===== src/rtl/alu_sequencer_if.sv =====
// Instruction-source and ALU signals of the ALU sequencer, bundled for the sequencer port.
// Handshake: start is an instruction-valid strobe that the sequencer samples only while busy=0.
// busy is its "not ready" flag. done (with err) pulses for one cycle when the instruction retires.
interface alu_sequencer_if #(
    parameter int DATA_W = 16,
    parameter int RSEL_W = 3
);
    logic              start;
    logic [3:0]        op_in;
    logic [RSEL_W-1:0] rx_in;
    logic [RSEL_W-1:0] ry_in;
    logic [DATA_W-1:0] data_in;
    logic              busy;
    logic              done;
    logic              err;
    logic [3:0]        alu_ins;
    logic [DATA_W-1:0] alu_a;
    logic [DATA_W-1:0] alu_b;
    logic [DATA_W-1:0] alu_result;

    modport master (
        output start, op_in, rx_in, ry_in, data_in, alu_result,
        input  busy, done, err, alu_ins, alu_a, alu_b
    );

    modport slave (
        input  start, op_in, rx_in, ry_in, data_in, alu_result,
        output busy, done, err, alu_ins, alu_a, alu_b
    );
endinterface


===== src/rtl/alu_sequencer.sv =====
// Instruction sequencer and register bank for the 16-bit ALU. It decodes one instruction per
// handshake, drives the ALU and writes the result back. MINALL scans every register through the ALU.
module alu_sequencer #(
    parameter int DATA_W = 16,
    parameter int NREGS  = 8,
    parameter int RSEL_W = 3
) (
    input  logic              clk,
    input  logic              reset,
    alu_sequencer_if.slave    bus,
    input  logic [RSEL_W-1:0] dbg_sel,
    output logic [DATA_W-1:0] dbg_data,
    output logic [1:0]        fsm_state
);
    typedef enum logic [1:0] {
        IDLE    = 2'd0,
        EXEC    = 2'd1,
        MA_LOOP = 2'd2,
        WB      = 2'd3
    } state_t;

    localparam logic [3:0] OP_LOAD   = 4'b0000;
    localparam logic [3:0] OP_MOV    = 4'b0001;
    localparam logic [3:0] OP_ADD    = 4'b0010;
    localparam logic [3:0] OP_XOR    = 4'b0011;
    localparam logic [3:0] OP_MIN    = 4'b0100;
    localparam logic [3:0] OP_MINALL = 4'b0111;
    localparam logic [RSEL_W-1:0] LAST_IDX = RSEL_W'(NREGS - 1);

    state_t            state;
    state_t            state_nx;
    logic [DATA_W-1:0] regs [NREGS];
    logic [3:0]        op_q;
    logic [RSEL_W-1:0] rx_q;
    logic [RSEL_W-1:0] ry_q;
    logic [DATA_W-1:0] data_q;
    logic [DATA_W-1:0] res;
    logic [DATA_W-1:0] acc;
    logic [RSEL_W-1:0] idx;
    logic              illegal;

    assign illegal   = !(op_q inside {OP_LOAD, OP_MOV, OP_ADD, OP_XOR, OP_MIN, OP_MINALL});
    assign bus.busy  = (state != IDLE);
    assign dbg_data  = regs[dbg_sel];
    assign fsm_state = state;

    always_ff @(posedge clk) begin
        if (reset) begin
            state <= IDLE;
        end else begin
            state <= state_nx;
        end
    end

    // The ALU is only driven in EXEC and MA_LOOP; elsewhere it sees a quiet all-zero bus.
    always_comb begin
        state_nx    = state;
        bus.alu_ins = 4'b0000;
        bus.alu_a   = '0;
        bus.alu_b   = '0;
        case (state)
            IDLE: begin
                if (bus.start) begin
                    state_nx = (bus.op_in == OP_MINALL) ? MA_LOOP : EXEC;
                end
            end
            EXEC: begin
                bus.alu_ins = op_q;
                bus.alu_a   = regs[rx_q];
                bus.alu_b   = regs[ry_q];
                state_nx    = WB;
            end
            MA_LOOP: begin
                bus.alu_ins = OP_MINALL;
                bus.alu_a   = acc;
                bus.alu_b   = regs[idx];
                if (idx == LAST_IDX) begin
                    state_nx = WB;
                end
            end
            WB: begin
                state_nx = IDLE;
            end
            default: state_nx = IDLE;
        endcase
    end

    always_ff @(posedge clk) begin
        if (reset) begin
            for (int i = 0; i < NREGS; i++) begin
                regs[i] <= '0;
            end
            op_q     <= '0;
            rx_q     <= '0;
            ry_q     <= '0;
            data_q   <= '0;
            res      <= '0;
            acc      <= '0;
            idx      <= '0;
            bus.done <= 1'b0;
            bus.err  <= 1'b0;
        end else begin
            bus.done <= 1'b0;
            bus.err  <= 1'b0;
            case (state)
                IDLE: begin
                    if (bus.start) begin
                        op_q   <= bus.op_in;
                        rx_q   <= bus.rx_in;
                        ry_q   <= bus.ry_in;
                        data_q <= bus.data_in;
                        if (bus.op_in == OP_MINALL) begin
                            acc <= regs[0];
                            idx <= RSEL_W'(1);
                        end
                    end
                end
                EXEC: begin
                    case (op_q)
                        OP_LOAD: res <= data_q;
                        OP_MOV:  res <= regs[ry_q];
                        default: res <= bus.alu_result;
                    endcase
                end
                MA_LOOP: begin
                    acc <= bus.alu_result;
                    if (idx == LAST_IDX) begin
                        res <= bus.alu_result;
                    end else begin
                        idx <= idx + 1'b1;
                    end
                end
                WB: begin
                    // Illegal opcodes still retire (done+err) but leave the bank untouched.
                    if (!illegal) begin
                        regs[rx_q] <= res;
                    end
                    bus.done <= 1'b1;
                    bus.err  <= illegal;
                end
                default: ;
            endcase
        end
    end
endmodule


===== src/flat_wrapper.sv =====
// flat-port wrapper written by rule: the top's interface ports become plain ports
module alu_sequencer_flat 
#(
    parameter int DATA_W = 16,
    parameter int NREGS  = 8,
    parameter int RSEL_W = 3
)
  (clk, reset, dbg_sel, dbg_data, fsm_state, bus_start, bus_op_in, bus_rx_in, bus_ry_in, bus_data_in, bus_alu_result, bus_busy, bus_done, bus_err, bus_alu_ins, bus_alu_a, bus_alu_b);
  alu_sequencer_if #(.DATA_W(DATA_W), .RSEL_W(RSEL_W)) bus_i ();
  input  logic clk;
  input  logic reset;
  input  logic [RSEL_W-1:0] dbg_sel;
  output logic [DATA_W-1:0] dbg_data;
  output logic [1:0] fsm_state;
  input wire logic [$bits(bus_i.start)-1:0] bus_start;
  input wire logic [$bits(bus_i.op_in)-1:0] bus_op_in;
  input wire logic [$bits(bus_i.rx_in)-1:0] bus_rx_in;
  input wire logic [$bits(bus_i.ry_in)-1:0] bus_ry_in;
  input wire logic [$bits(bus_i.data_in)-1:0] bus_data_in;
  input wire logic [$bits(bus_i.alu_result)-1:0] bus_alu_result;
  output wire logic [$bits(bus_i.busy)-1:0] bus_busy;
  output wire logic [$bits(bus_i.done)-1:0] bus_done;
  output wire logic [$bits(bus_i.err)-1:0] bus_err;
  output wire logic [$bits(bus_i.alu_ins)-1:0] bus_alu_ins;
  output wire logic [$bits(bus_i.alu_a)-1:0] bus_alu_a;
  output wire logic [$bits(bus_i.alu_b)-1:0] bus_alu_b;
  assign bus_i.start = bus_start;
  assign bus_i.op_in = bus_op_in;
  assign bus_i.rx_in = bus_rx_in;
  assign bus_i.ry_in = bus_ry_in;
  assign bus_i.data_in = bus_data_in;
  assign bus_i.alu_result = bus_alu_result;
  assign bus_busy = bus_i.busy;
  assign bus_done = bus_i.done;
  assign bus_err = bus_i.err;
  assign bus_alu_ins = bus_i.alu_ins;
  assign bus_alu_a = bus_i.alu_a;
  assign bus_alu_b = bus_i.alu_b;
  alu_sequencer #(.DATA_W(DATA_W), .NREGS(NREGS), .RSEL_W(RSEL_W)) u_core (.clk(clk), .reset(reset), .bus(bus_i), .dbg_sel(dbg_sel), .dbg_data(dbg_data), .fsm_state(fsm_state));
endmodule

===== config.mk =====
export PLATFORM = sky130hd
export DESIGN_NAME = alu_sequencer_flat
export DESIGN_NICKNAME = d
export VERILOG_FILES = /design/src/rtl/alu_sequencer_if.sv /design/src/rtl/alu_sequencer.sv /design/src/flat_wrapper.sv
export SDC_FILE = /design/constraint.sdc
export NUM_CORES = 1
export LEC_CHECK = 0
export CAP_MARGIN = 15
export CORE_MARGIN = 2
export CORE_UTILIZATION = 55
export DETAILED_ROUTE_END_ITERATION = 16
export PLACE_DENSITY = 0.76
export SYNTH_ARGS = -nofsm -noshare
export SYNTH_HDL_FRONTEND = slang
export SYNTH_SLANG_ARGS = --single-unit

===== constraint.sdc =====
create_clock -name clk -period 2.4 [get_ports clk]
set_input_delay 0.48 -clock clk [delete_from_list [all_inputs] [get_ports clk]]
set_output_delay 0.48 -clock clk [all_outputs]
set_load 0.02 [all_outputs]

# After elaboration in Yosys (flattened, before gate mapping)
# Memory sizes are Yosys's and may differ from the RTL's. A register that Yosys moved wholly into a read port is not among the register bits.
# Cells that the tools add are included.
# totals
output_inout_bits	57
mem_count	1
ff_bits	65
mem_bits_rw	128
# classes
addsub	1
muxes	33
n_reduce_logical	14
n_bitwise	1
n_eq_ne	14
# memory_table
name	words	width	rd	rd_clocked_by_memory_dff	wr	line	rtl
u_core.regs	8	16	5	3	8	alu_sequencer.sv:32	logic [DATA_W-1:0] regs [NREGS];
# ops
op	n
one-hot mux 16 bit (2 select lines)	5
two-way mux 16 bit	4
two-way mux 3 bit	10
OR reduction 16 bit	1
== test 4 x 3 -> 1 bit (second input constant)	3
== test 4 x 2 -> 1 bit (second input constant)	2
two-way mux 1 bit	8
one-hot mux 2 bit (4 select lines)	1
one-hot mux 4 bit (2 select lines)	1
two-way mux 2 bit	3
one-hot mux 3 bit (2 select lines)	1
AND reduction 2 bit	3
nonzero test 2 bit	3
nonzero test 6 bit	1
== test 2 bit (second input constant)	2
== test 4 x 1 -> 1 bit (second input constant)	1
zero test 4 bit	1
inequality test 2 x 1 -> 1 bit (second input constant)	2
inequality test 2 bit (second input constant)	2
AND reduction 4 bit	1
adder 3 x 1 -> 3 bit (second input constant)	1
== test 3 bit (second input constant)	1
AND reduction 3 bit	1
== test 2 x 1 -> 1 bit (second input constant)	1
other kinds (4)	4

# Longest topological paths before layout
# Gate-level depths: netlist (run 1).
# depth
depth_word	8
depth_mapped	9

# Worst setup path after synthesis (run 1)
# OpenSTA, ideal clock, no wires.
# synth_timing
kind	reg-to-output
from	register u_core.state[0], in the netlist u_core.fsm_state[0]
to	output bus_alu_b[10]
arrival_ns	1.959
path_slack_ns	-0.039
path_stages_with_launch	9
required_ns	1.920
n_path_buf	2
path_cell_list	dfxtp_1 inv_1 ha_1 buf_2 nand2_1 nor2_1 buf_2 a22oi_1 o21ai_0
# synth_between
elab_chain_len	2
elab_cells_between_ends	3
classes_between	2 x eq/ne; 1 x mux
# synth_rtl
element	line	rtl
start, declared	alu_sequencer.sv:30	state_t state;
start signal, assigned	alu_sequencer.sv:51	state <= state_nx;
== test 2 bit / == test 2 x 1 -> 1 bit (equally long branches)	alu_sequencer.sv:61	case (state)
one-hot mux 16 bit (2 select lines) (*)	alu_sequencer.sv:61	
end, declared	flat_wrapper.sv:26	output wire logic [$bits(bus_i.alu_b)-1:0] bus_alu_b;
# Every way passes the cells marked *; elsewhere a longest branch is shown, timed or not.

==> impl.org, run 1 <==
** Layout
- After the last flow step, the layout net total stands at 1253.
- In the final layout, the share of cells above drive strength 1 is 0.451.
- For this run, the share of the core covered by cells in the final layout is 0.762.
- Synth-to-Final Area Change :: 36.4%

** Worst setup path
- Slowest stage cell, crit path :: sky130_fd_sc_hd__mux4_2
- Delay of the slowest critical-path stage :: 0.60 ns
- In this run the register-to-register setup slack is -0.20 ns.
- Path depth of the worst reg2reg path :: 15
- In this run the critical register-to-register path is captured at u_core.res[8]$_SDFFE_PP0P_.
- The worst setup path is of the reg2out kind.
- Critical Path RT :: 1.92 ns
- Data arrives at the worst endpoint at 2.30 ns.
- In this run the worst path has a maximum fanout of 12.
- STA classifies the critical path startpoint as a flip-flop.
- Traced cell by cell, the critical path runs through buf_12 -> mux4_2 -> mux2i_2 -> o21ai_2 -> buf_6.
- The worst setup path is captured at an output port.

** Detailed routing
- Routed wire length :: 47000 um
- The count of nets left with antenna violations once routing finished came out at 0.
- Via-per-instance ratio :: 7.26
- Routed length per instance :: 31.4 um
- After detailed routing, the number of remaining DRC violations is 0.
- In this run, the number of DRC markers left after iteration 0 of detailed routing was 1805.
- Total number of vias :: 10900
- Pre-Repair DR Iteration Count :: 9

** Power and ir drop
- Peak supply drop :: 0.457 mV
- Power spread over the standard cell area amounts to 860 nW/um^2.
- P_leak :: 6.24 nW

** Place
- Port buffering added 104 buffers.
- Detailed placer's ending HPWL :: 25500 um
- At the end of routability-driven placement, the weighted congestion stood at 0.965.

** STA
- Highest Clock Rate :: 360 MHz
- At the pin with the least slew margin, the transition time is 0.567 ns.
- In this run the tightest slew margin relative to its limit is 0.622.
- Setup violations remaining at the end of the flow were counted as 48.
- Dividing the final minimum period by the clock period gives 1.16.
- Final-report hold violation count :: 0
- The number of pins exceeding their max-slew limit in the final report came to 0.
- Final worst slack :: -0.377 ns
- The clock arrives with 0.0178 ns of skew.
- Final period demand of the worst path :: 2.78 ns
- Setup repair after global routing missed its margin :: true
- On the final layout, the worst hold slack is 0.218 ns.

** Floorplanning
- For this configuration, the core starts out at a cell density of 0.559.
- During I/O placement, the number of pins put on the boundary was 105.
- After floorplanning, the core was sized to cover 21800 um^2.
- Total die area :: 23300 um^2
- The initialized floorplan defines 54 standard-cell rows.
- Measured along the y axis, the die boundary spans 153 um.
- The die is 153 um wide.

** Hold path
- Hold Path Stages :: 2
- Worst hold path type :: in2reg
- WHS Endpoint :: u_core.bus.done$_SDFF_PP0_
- The startpoint identified for the worst hold timing path is reset.

** Flow run
- Max-cap violations in this run came to 0.

** Logic synthesis
- In the synthesized netlist the async set-or-reset flop fraction comes to 0.
- Post-synth top flop :: sky130_fd_sc_hd__edfxtp_1
- The share of synthesized area in the top cell type comes to 0.316.
- The synthesized netlist occupies a cell area of 12200 um^2.
- Most instantiated library cell after synthesis :: sky130_fd_sc_hd__and2_1
- Synth Net Count :: 994
- Top area cells in the synthesized netlist :: sky130_fd_sc_hd__edfxtp_1 (32%), sky130_fd_sc_hd__mux4_2 (24%), sky130_fd_sc_hd__dfxtp_1 (12%), sky130_fd_sc_hd__and2_1 (6.7%), sky130_fd_sc_hd__nand2_1 (2.9%)
- Yosys synthesis warning count :: 0
- Cells after Synth :: 940
- Of all cell types, the one taking the most synthesized area is sky130_fd_sc_hd__edfxtp_1.
- The synthesized design contains 128 enable-type register cells.
- The commonest cells after synthesis are sky130_fd_sc_hd__and2_1 (131), sky130_fd_sc_hd__edfxtp_1 (128), sky130_fd_sc_hd__mux4_2 (128).
- A synthesized cell averages 12.9 um^2.
- Netlist cell types :: 45
- Fraction of the yosys area taken by sequential cells :: 0.438
- In this run, synthesis produced a sequential element count of 202.

** Clock tree
- CTS built an H-tree with a depth of 1.
- For the worst-skew pair, the clock arrives at the later sink with an insertion delay of 0.53 ns.
- Number of buffers added by the clock tree synthesis step :: 23
- TritonCTS clock tree :: done
- The clock net in this run drives a total of 202 sinks.
- Root buffer selected by CTS :: sky130_fd_sc_hd__clkbuf_16
- Reg clk slew, reported paths :: 0.06 ns
- No sink is reached through more buffers than the 3 on the longest clock path.

** Global route
- Leftover overflow at the end of global routing :: 0
- The first global-routing pass estimated 65500 um of wire.
- Entering global routing, the biggest net connects 50 pins.
- Across every metal layer, demand over resource in global routing totals 0.369.
- The number of global-route vias before repair was 10700.
- The number of antenna violations at the first check in global routing came to 3.

** Outcome
- Failing checks :: negative setup slack
- Result of the run :: complete, but fails checks
flip-flops by register name, indices dropped and copies added (netlist names), named ones only:
signal and count:
u_core.data_q 16, u_core.rx_q 3, u_core.bus.done 1, u_core.idx 3, u_core.op_q 4, u_core.acc 16
u_core.bus.err 1, u_core.regs 128, u_core.fsm_state 2, u_core.ry_q 3, u_core.res 16
stage by stage:
step	setup TNS (ns)	total power, mW	setup WS, ns	cell area, um^2	instances
6_report	-10.18	14.3	-0.377	16600	1497
5_1_grt	-10.61	14.6	-0.370	16600	1495
4_1_cts	-7.40	13.4	-0.286	16200	1498
3_5_place_dp	-12.45	9.27	-0.489	14300	1344
3_3_place_gp	-11.68	9.17	-0.472	14300	1344
2_1_floorplan	0	7.32	0.00379	12200	940
worst max path at each step:
stage / startpoint / endpoint / slack, ns / cells past startpoint
global route: flip-flop / bus_alu_a[3] / -0.37 / 6
finish: flip-flop / bus_alu_b[13] / -0.38 / 5
global placement: dbg_sel[1] / dbg_data[14] / -0.47 / 5
floorplan: u_core.fsm_state[0]$_SDFFE_PP0P_ / bus_alu_b[14] / 0.004 / 6
detailed placement: dbg_sel[1] / dbg_data[13] / -0.49 / 5
CTS: flip-flop / bus_alu_a[4] / -0.29 / 6
cell type report:
cell class                      instances  area [um^2]
Tap cell                              280          350
Sequential cell                       202         5340
Clock buffer                           32          639
Timing Repair Buffer                  319         3360
Clock inverter                          9         58.8
Antenna cell                            2         5.00
Inverter                                6         22.5
Multi-Input combinational cell        647         6810
Fill cell                            1152         5170
metal layers:
metal / part of all wire / track usage / vias to the layer above
li1: - / - / 4210
met1: 0.32 / 0.458 / 5170
met2: 0.46 / 0.589 / 1165
met3: 0.14 / 0.115 / 323
met4: 0.075 / 0.187 / 4
met5: 0.00060 / 0 / -
cell families after synthesis:
| kind of cell | Yosys count | share of synthesized area |
|---|---|---|
| XOR/XNOR | 1 | 0.000721 |
| AO/OA/AOI/OAI | 167 | 0.0984 |
| adder cells (fa/ha/maj) | 6 | 0.00617 |
| multiplexers | 176 | 0.278 |
| flip-flops | 202 | 0.438 |
| AND/OR/NAND/NOR | 296 | 0.141 |
| buffers and inverters | 92 | 0.0379 |
critical path: cells and delay by family, from the launching register on:
kind	cells	cell delay, ns
compound gates	1	0.14
buf+inv	2	0.32
mux	2	0.91
flops	1	0.39
placed cells by master, fill, tap and decap left out, types with 26 or more instances in the layout:
cell type,netlist,layout
sky130_fd_sc_hd__buf_4,2,138
sky130_fd_sc_hd__and2_1,131,131
sky130_fd_sc_hd__mux4_2,128,128
sky130_fd_sc_hd__edfxtp_1,128,128
sky130_fd_sc_hd__nand2_1,93,87
sky130_fd_sc_hd__buf_6,8,70
sky130_fd_sc_hd__dfxtp_1,74,69
sky130_fd_sc_hd__clkdlybuf4s50_1,0,49
sky130_fd_sc_hd__buf_12,0,39
sky130_fd_sc_hd__a21oi_1,30,30
sky130_fd_sc_hd__a22oi_2,0,29
sky130_fd_sc_hd__clkbuf_16,0,26
report_power, final:
part	leakage [nW]	internal, mW	switching, mW
Sequential	1.93	4.07	0.549
Clock	0.327	1.87	1.50
Combinational	3.98	3.13	3.16
timing repair:
item	4_1_cts	5_1_grt
hold buffers	0	0
gates cloned	5	3
setup endpoints to repair	53	61
resized for setup	334	107
setup buffers	109	21
endpoints found under the hold margin	0	0
pin swaps	39	33
No activity file was read; power rests on OpenSTA's default activity.
==> inputs of run 2 (changes only) <==
--- a/config.mk
+++ b/config.mk
@@ -5,7 +5,6 @@
 export SDC_FILE = /design/constraint.sdc
 export NUM_CORES = 1
 export LEC_CHECK = 0
-export CAP_MARGIN = 15
 export CORE_MARGIN = 2
 export CORE_UTILIZATION = 55
 export DETAILED_ROUTE_END_ITERATION = 16
==> results of run 2 <==
Same layout as run 1: the final DEF is identical, and so are final timing and power.
==> inputs of run 3 (changes only) <==
--- a/config.mk
+++ b/config.mk
@@ -7,8 +7,10 @@
 export LEC_CHECK = 0
 export CORE_MARGIN = 2
 export CORE_UTILIZATION = 55
+export CTS_CLUSTER_DIAMETER = 150
 export DETAILED_ROUTE_END_ITERATION = 16
 export PLACE_DENSITY = 0.76
 export SYNTH_ARGS = -nofsm -noshare
 export SYNTH_HDL_FRONTEND = slang
 export SYNTH_SLANG_ARGS = --single-unit
+export TNS_END_PERCENT = 1
==> run 3 against run 2 <==
Effect of this change:
- global-route usage decreased by 4.1 points
- largest power group unchanged
- highest routed layer unchanged
- core utilization decreased by 4.4 points
- clock-buffer cell count decreased by 6
- the flow still finishes with violations (negative setup slack)
- sequential power decreased by 1%
- clock skew decreased by 0.0071 ns
- critical path type unchanged
- total power decreased by 5.9%
- non-clock buffer count decreased by 65
- critical endpoint is now bus_alu_b[2]
- first-iteration DRC count decreased by 29%
- sequential share of layout area increased by 1.9 points
- via count decreased by 11%
==> impl.org, run 3 (synthesis gave the netlist of run 1 again) <==
** Clock tree
- Insertion delay of the later-clocked pin in the worst-skew pair :: 0.51 ns
- The tree is rooted in a sky130_fd_sc_hd__clkbuf_16.
- Number of buffers added by the clock tree synthesis step :: 23
- Reg clk slew, reported paths :: 0.06 ns
- CTS built an H-tree with a depth of 1.
- The tree built by TritonCTS fans out to 202 sinks.
- Hold bufs inserted after CTS :: 0
- In this run the deepest clock path goes through 3 buffers.
- TritonCTS built the clock tree.

** STA
- Max-Slew Margin vs Limit :: 0.416
- The worst path in the final design needs a cycle of 2.76 ns, including I/O delays and setup.
- Fin Setup TNS :: -7.85 ns
- Static timing analysis puts the maximum clock frequency at 363 MHz.
- Final Skew :: 0.0107 ns
- Across all setup checks in the final design, the least slack found is -0.356 ns.
- For the pin with the worst max-slew slack, the measured transition is 0.876 ns.
- Dividing the final minimum period by the clock period gives 1.15.
- Final Max Slew Viols :: 0
- Number of setup violations in the final report :: 39
- Setup repair after global routing missed its margin :: true
- Final-report hold violation count :: 0

** Layout
- In the final layout, the share of cells above drive strength 1 is 0.403.
- Compared with the post-synthesis result, the final layout area differs by 28.6%.
- Nets :: 1187
- Commonest cells after routing, fill and taps aside :: sky130_fd_sc_hd__and2_1 (131), sky130_fd_sc_hd__mux4_2 (128), sky130_fd_sc_hd__edfxtp_1 (128), sky130_fd_sc_hd__buf_4 (116), sky130_fd_sc_hd__nand2_1 (91)
- Fill cells in the final layout number 1389.
- Most common library cell in the layout ignoring fill and taps :: sky130_fd_sc_hd__and2_1
- Antenna cell count :: 0
- Max reg flops :: 128
- Most flops, register :: u_core.regs

** Detailed routing
- Routed wire length :: 38900 um
- Number of design-rule violations left by the first detailed-router iteration :: 1276
- Total DRC errors in the routed layout :: 0
- In this run the remaining antenna-violating nets after routing total 0.
- Routed length per instance :: 27.2 um
- Total number of vias :: 9662
- Pre-Repair DR Iteration Count :: 5
- Using the TritonRoute via totals, the vias-per-cell ratio works out to 6.76.

** Floorplanning
- I/O pin cnt :: 105
- Total core area :: 21800 um^2
- Initial core utilization :: 0.559
- From bottom edge to top edge, the die measures 153 um.
- Row generation in the floorplan step produced 54 rows.
- From left edge to right edge, the die measures 153 um.
- Total die area :: 23300 um^2

** Place
- Worst setup slack before clock tree synthesis :: -0.506 ns
- At the end of routability-driven placement, the weighted congestion stood at 0.899.
- Detailed placer's ending HPWL :: 25700 um
- IO Port Bufs :: 104

** Worst setup path
- Kind of launch point of the worst setup path :: flip-flop
- In this run the critical register-to-register path is captured at u_core.res[13]$_SDFFE_PP0P_.
- Of all nets on the critical path, the largest fanout is 7.
- At the worst endpoint, the required time is 1.92 ns.
- The worst setup path is of the reg2out kind.
- Arrival time worst endpoint :: 2.28 ns
- Endpoint type of the worst setup path :: output port
- Path depth of the worst reg2reg path :: 15
- Reg2reg setup slack :: -0.27 ns

** Global route
- Maximum number of pins on one net before global-route repair :: 44
- The first global-routing pass estimated 58500 um of wire.
- Number of global-route vias before repair :: 9804
- Summed over all layers, the global routing overflow is 0.
- The number of antenna violations at the first check in global routing was 2.
- In the global route stage, overall resource usage came out at 0.328.

** Power and ir drop
- Ratio of total power to cell area :: 859 nW/um^2
- In this run the static leakage power is 5.82 nW.
- Across the VDD grid, the largest voltage drop is 0.466 mV.

** Hold path
- The worst hold path belongs to the class in2reg.
- In this run the most critical hold path is launched from reset.
- WHS Endpoint :: u_core.bus.done$_SDFF_PP0_
- Hold Path Stages :: 2

** Outcome
- The final reports fail on negative setup slack.
- The flow ran to the end, but the final reports show violations.

** Flow run
- Max Cap Viol :: 0
[run 3: cell types whose count changed in the layout (fill, tap and decap cells not counted), sizes merged]
cell           change
and3               -1
dlymetal6s2s       +1
bufinv             +3
clkdlybuf4s50      -1
clkbuf             -9
clkdlybuf4s15      +1
diode              -2
clkinv             +3
buf               -63
[run 3: through the flow]
| step | power [mW] | utilization | std cells | hold WS [ns] | area [um^2] |
|---|---|---|---|---|---|
| after floorplan | 7.32 | - | 940 | 0.436 | 12200 |
| after global placement | 9.16 | 0.656 | 1348 | 0.440 | 14300 |
| after detailed placement | 9.25 | 0.656 | 1348 | 0.445 | 14300 |
| after CTS | 13.1 | 0.707 | 1422 | 0.214 | 15400 |
| after global routing | 13.9 | 0.718 | 1429 | 0.235 | 15600 |
| final | 13.4 | 0.718 | 1429 | 0.234 | 15600 |
[run 3: worst max-delay path, stage by stage, from the launching register on]
cell and delay [ns]:
sky130_fd_sc_hd__dfxtp_4 0.42, sky130_fd_sc_hd__buf_12 0.16, sky130_fd_sc_hd__buf_4 0.13, sky130_fd_sc_hd__mux4_2 0.51, sky130_fd_sc_hd__mux2i_2 0.23, sky130_fd_sc_hd__o21ai_1 0.13
sky130_fd_sc_hd__buf_2 0.18
[run 3: routing by layer]
layer  vias to the layer above  track usage  share of wire
li1                       4075            -              -
met1                      4836        0.424           0.36
met2                       624        0.527           0.49
met3                       125       0.0768           0.11
met4                         2        0.157          0.045
met5                         -            0        0.00023
[run 3: worst max-delay path by stage]
stage | from | to | depth (start not counted)
6_report | flip-flop | bus_alu_b[2] | 6
5_1_grt | flip-flop | bus_alu_b[2] | 6
4_1_cts | flip-flop | bus_alu_b[13] | 7
3_5_place_dp | dbg_sel[1] | dbg_data[13] | 5
3_3_place_gp | dbg_sel[1] | dbg_data[13] | 5
2_1_floorplan | u_core.fsm_state[0]$_SDFFE_PP0P_ | bus_alu_b[4] | 8
[run 3: layout make-up]
type / instances / area, um^2 / share of cell area
clock inverter: 15 / 156 / 0.0100
tap: 280 / 350 / 0.0224
timing repair buffer: 254 / 2480 / 0.159
inverter: 6 / 22.5 / 0.00144
clock buffer: 26 / 587 / 0.0375
sequential: 202 / 5340 / 0.341
multi-input combinational: 646 / 6700 / 0.428
[run 3: report_power, final]
| group | leakage, nW | internal [mW] | switching (mW) | total, mW |
|---|---|---|---|---|
| Sequential | 1.93 | 4.07 | 0.503 | 4.57 |
| Clock | 0.349 | 2.08 | 1.43 | 3.51 |
| Combinational | 3.54 | 2.61 | 2.73 | 5.34 |
[run 3: what timing repair did]
item	CTS	global route
resized for setup	265	65
pin swaps	9	15
setup endpoints to repair	53	53
buffers inserted	30	7
gates cloned	3	1
endpoints found under the hold margin	0	0
